**config.mk**
```make
export PLATFORM = sky130hd
export DESIGN_NAME = logic_proc_ctrl
export DESIGN_NICKNAME = d
export VERILOG_FILES = /design/src/rtl/logic_proc_ctrl.sv
export SDC_FILE = /design/constraint.sdc
export NUM_CORES = 1
export LEC_CHECK = 0
export CORE_MARGIN = 2
export CORE_UTILIZATION = 25
export CTS_BUF_LIST = sky130_fd_sc_hd__clkbuf_2 sky130_fd_sc_hd__clkbuf_4 sky130_fd_sc_hd__clkbuf_8
export CTS_CLUSTER_DIAMETER = 150
export DETAILED_ROUTE_END_ITERATION = 10
export PLACE_DENSITY = 0.59
export SLEW_MARGIN = 20
export SYNTH_ARGS = -nofsm -noshare
export SYNTH_HDL_FRONTEND = slang
export SYNTH_SLANG_ARGS = --single-unit
export TNS_END_PERCENT = 5
```
**constraint.sdc**
```tcl
create_clock -name Clk -period 1.4 [get_ports Clk]
set_clock_uncertainty 0.2 [all_clocks]
set_input_delay 0.42 -clock Clk [delete_from_list [all_inputs] [get_ports Clk]]
set_output_delay 0.42 -clock Clk [all_outputs]
set_load 0.05 [all_outputs]
```
**src/rtl/logic_proc_ctrl.sv**
```systemverilog
// Control unit for the serial logic processor: turns LoadA/LoadB/Execute into register strobes
// and runs exactly WIDTH shift cycles per operation, then holds until Execute is released.
module logic_proc_ctrl #(
    parameter int WIDTH = 8,
    localparam int CW = $clog2(WIDTH + 1)
) (
    input  logic          Clk,
    input  logic          Reset_n,
    input  logic          LoadA,
    input  logic          LoadB,
    input  logic          Execute,
    output logic          Ld_A,
    output logic          Ld_B,
    output logic          Shift_En,
    output logic          Busy,
    output logic          Done,
    output logic [CW-1:0] Cnt
);

    typedef enum logic [1:0] {
        IDLE  = 2'd0,
        SHIFT = 2'd1,
        HOLD  = 2'd2
    } state_t;

    localparam logic [CW-1:0] CNT_LAST = CW'(WIDTH - 1);
    localparam logic [CW-1:0] CNT_FULL = CW'(WIDTH);

    state_t        state_q, state_d;
    logic [CW-1:0] cnt_q, cnt_d;
    logic          done_q, done_d;

    always_ff @(posedge Clk or negedge Reset_n) begin
        if (!Reset_n) begin
            state_q <= IDLE;
            cnt_q   <= '0;
            done_q  <= 1'b0;
        end else begin
            state_q <= state_d;
            cnt_q   <= cnt_d;
            done_q  <= done_d;
        end
    end

    always_comb begin
        state_d = state_q;
        cnt_d   = cnt_q;
        done_d  = 1'b0;
        unique case (state_q)
            IDLE: begin
                if (Execute) begin
                    state_d = SHIFT;
                    cnt_d   = '0;
                end
            end
            SHIFT: begin
                // Execute is not looked at here: a started operation always completes.
                if (cnt_q == CNT_LAST) begin
                    state_d = HOLD;
                    cnt_d   = CNT_FULL;
                    done_d  = 1'b1;
                end else begin
                    cnt_d = cnt_q + 1'b1;
                end
            end
            HOLD: begin
                if (!Execute) begin
                    state_d = IDLE;
                    cnt_d   = '0;
                end
            end
            default: begin
                state_d = IDLE;
                cnt_d   = '0;
            end
        endcase
    end

    // Loads are only honoured in IDLE and lose to Execute; gated so they read 0 in reset.
    assign Ld_A     = Reset_n && (state_q == IDLE) && LoadA && !Execute;
    assign Ld_B     = Reset_n && (state_q == IDLE) && LoadB && !Execute;
    assign Shift_En = (state_q == SHIFT);
    assign Busy     = (state_q != IDLE);
    assign Done     = done_q;
    assign Cnt      = cnt_q;

endmodule

```
==> impl_results.md <==
- Area of the multi-input gates: roughly 210 um2
- Synth top area cells: dfrtp_1 (49%), a22o_1 (4.9%), a21o_1 (4.2%), nand3b_1 (4.2%), nor2_1 (4.2%)
- Max VDD drop: ~1100 uV
- Yosys warns: 0
- Final Hold Viols: 0
- Post-synth EDFFs: 0
- Post-route minimum period: approximately 2000 ps
- # DRC: 0
- CP required: between 700 and 800 ps
- Cell variety after synth: 21
- Chip Width: between 40 and 50 um
- Clock transition at the registers of the reported paths: about 50 ps
- Synthesis-to-finish area growth: 107%
- Cts bufs inserted: 3
- Sequential cell area fraction in the yosys report: between 40% and 50%
- Initial Util: 26.9%
- Synth top area share: 49.5%
- Worst EP arrival: 1400 ps
- Rows: 13
- CTS sink count: 7
- Worst slew pin tran: 184 ps
- Fillers: between 100 and 150
- Fin cells: 75
- I/O pins: 14
- Placed insts: ~70
- Cells after Synth: 34
- Slowest stage delay, CP: 390 ps
- Fin. max-slew vios: 0
- GR Util All Layers: roughly 13%
- Max-Cap Viols: 0
- Fmax: slightly below 500 MHz
- Net Count, Synth: 40
- Clk Latency, worst-skew pair: about 250 ps
- Hold_buf cts: 0
- FF-to-FF End: Cnt[2]
- Via count: roughly 360
- GR peak layer: met2
- Number of global-route vias before repair: ~370
- CTS root buf: clkbuf_4
- Critical Path End Type: output pin
- Met2 GRT Util: approximately 22%
- DR iter-0 viols: 16
- M1 GR Usage: 14.9%
- Cell count along the critical path: 4
- R2r startpoint: state_q[1]
- Final setup margin: -620 ps
- Worst Setup Start Kind: register
- Unrepaired setup endpoints after global routing: true
- Register Area: roughly 180 um2
- Top FF cell, synth: dfrtp_1
- DP HPWL: between 600 and 700 um
- Post-Syn Area per Cell: around 10 um2
- Post-synth ARST share: 100%
- GP Congestion: about 0.8
- Count leader, synth: dfrtp_1
- Crit-path slowest cell: dfrtp_1
- Vias per inst: between 4 and 5
- Die area: 1730 um2
- ANT nets after route: 0
- Failing checks: negative setup slack
- CTS tree: done
- Critical path class: register to output pin
- Largest net degree at the start of global routing: 8
- Met3 GRT Util: 7.83%
- CP max FO: 2
- Min-delay worst type: input port to asynchronous set/reset pin
- Commonest cells in the netlist: dfrtp_1 (7), nor2_1 (4)
- R2R setup slack: approximately 30 ps
- PortBufs: 13
- Final setup vio count: 9
- Top delay family on crit path: simple AND/OR/NAND/NOR gates
- Iteration count of the initial detailed-routing pass: 4
- Global-route wire length before repair: 1700 um
- Outcome: finished with violations
- H-Tree Depth: 1
- Die Ht: approximately 42 um
- Mapped Area: 354 um2
- Post-DR wirelength/cell: between 10 and 15 um
- Longest Clk Path Bufs: 2
- Worst rel slew slack: roughly 88%
- N_diodes: 0
- Leak: about 0.35 nW
- Power per cell area: around 2600 nW/um2
- Seq cells post-synth: 7
- Core area: 1320 um2
- Worst Reg-to-Reg Cells: 5
- Total Wirelength: 970 um
- Cell breakdown of the critical path: or2_4 > nor3b_4 > and2_4 > buf_12
- Nets: 67
- Initial antenna violation count: 0
- Grt ovf: 0
- Buf+Inv Stages, Crit Path: 1
- Area leader, netlist: dfrtp_1
- Layout cells sized above 1: a little under three fifths
- Post-Place Worst Slack: -628 ps
- Fin crit share: 144%
- Post-CTS setup buffer count: 0
==> worst reg2reg max path: stages (launching register included) <==
cell and delay [ps]:
dfrtp_1 400, buf_6 140, nand2b_4 140, buf_4 150, o22ai_1 140, a21o_1 130
==> registers in the layout (all words and copies together) (netlist names) <==
signal,flops
Cnt,4
state_q,2
Done,1
==> routing by layer <==
metal | part of all wire, % | wire length [um]
met5 | 0 | 0
met1 | 39 | 382
met4 | 0 | 0
met2 | 55 | 533
met3 | 5.6 | 54
==> worst max path at each step <==
stage               start   end  slack (ps)
2_1_floorplan  state_q[0]  Ld_A        -410
3_3_place_gp      Reset_n  Ld_B        -630
3_5_place_dp      Reset_n  Ld_A        -630
4_1_cts        state_q[0]  Ld_A        -600
5_1_grt        state_q[0]  Ld_A        -680
6_report       state_q[0]  Ld_A        -620
==> timing repair <==
item,CTS,global route
endpoints found under the setup margin,13,14
hold endpoints to repair,0,0
pin swaps,2,2
cloned,0,0
gates resized for setup,10,5
==> report_power, final <==
| group | switching (mW) | leakage [nW] | internal (mW) | total, mW |
|---|---|---|---|---|
| registers | 0.0934 | 0.0836 | 0.292 | 0.385 |
| clock network | 0.0753 | 0.0184 | 0.128 | 0.203 |
| logic | 0.650 | 0.247 | 0.669 | 1.32 |
| total | 0.819 | 0.349 | 1.09 | 1.91 |
==> placed cells by master (no fill, tap or decap), types with 2 or more instances in the layout <==
master / instances
buf_12: 8
buf_4: 6
dfrtp_1: 5
clkbuf_4: 4
buf_6: 4
nor2_1: 3
dfrtp_2: 2
and2_4: 2
nand3b_1: 2
a21o_1: 2
a22o_1: 2
dlygate4sd2_1: 2
clkdlybuf4s50_1: 2
==> logic make-up (layout without fill, tap and decap cells) <==
group / Yosys count / in the layout / share of synthesized area [%]
AND/OR/NAND/NOR: 14 / 14 / 24.0
AO/OA/AOI/OAI: 9 / 9 / 18.4
flip-flops: 7 / 7 / 49.5
buffers and inverters: 2 / 28 / 2.12
adder cells (fa/ha/maj): 1 / 1 / 3.53
XOR/XNOR: 1 / 1 / 2.47
==> final cells by class <==
| class | count | share of cell area (%) |
|---|---|---|
| sequential | 7 | 24.2 |
| timing repair buffer | 22 | 39.2 |
| tap | 15 | 2.56 |
| multi-input combinational | 25 | 28.6 |
| clock buffer | 4 | 4.09 |
| inverter | 2 | 1.36 |
==> metrics by stage <==
stage	TNS [ps]	util (%)	area, um2	hold WS (ps)	power, mW
2_1_floorplan	-1880	-	362	-75.6	0.984
3_3_place_gp	-3530	49.8	656	339	1.58
3_5_place_dp	-3500	49.8	656	341	1.59
4_1_cts	-2390	53.9	711	24.3	1.88
5_1_grt	-2840	55.7	734	40.9	2.02
6_report	-2450	55.7	734	33.4	1.91
Power figures use the tool's default switching activity.
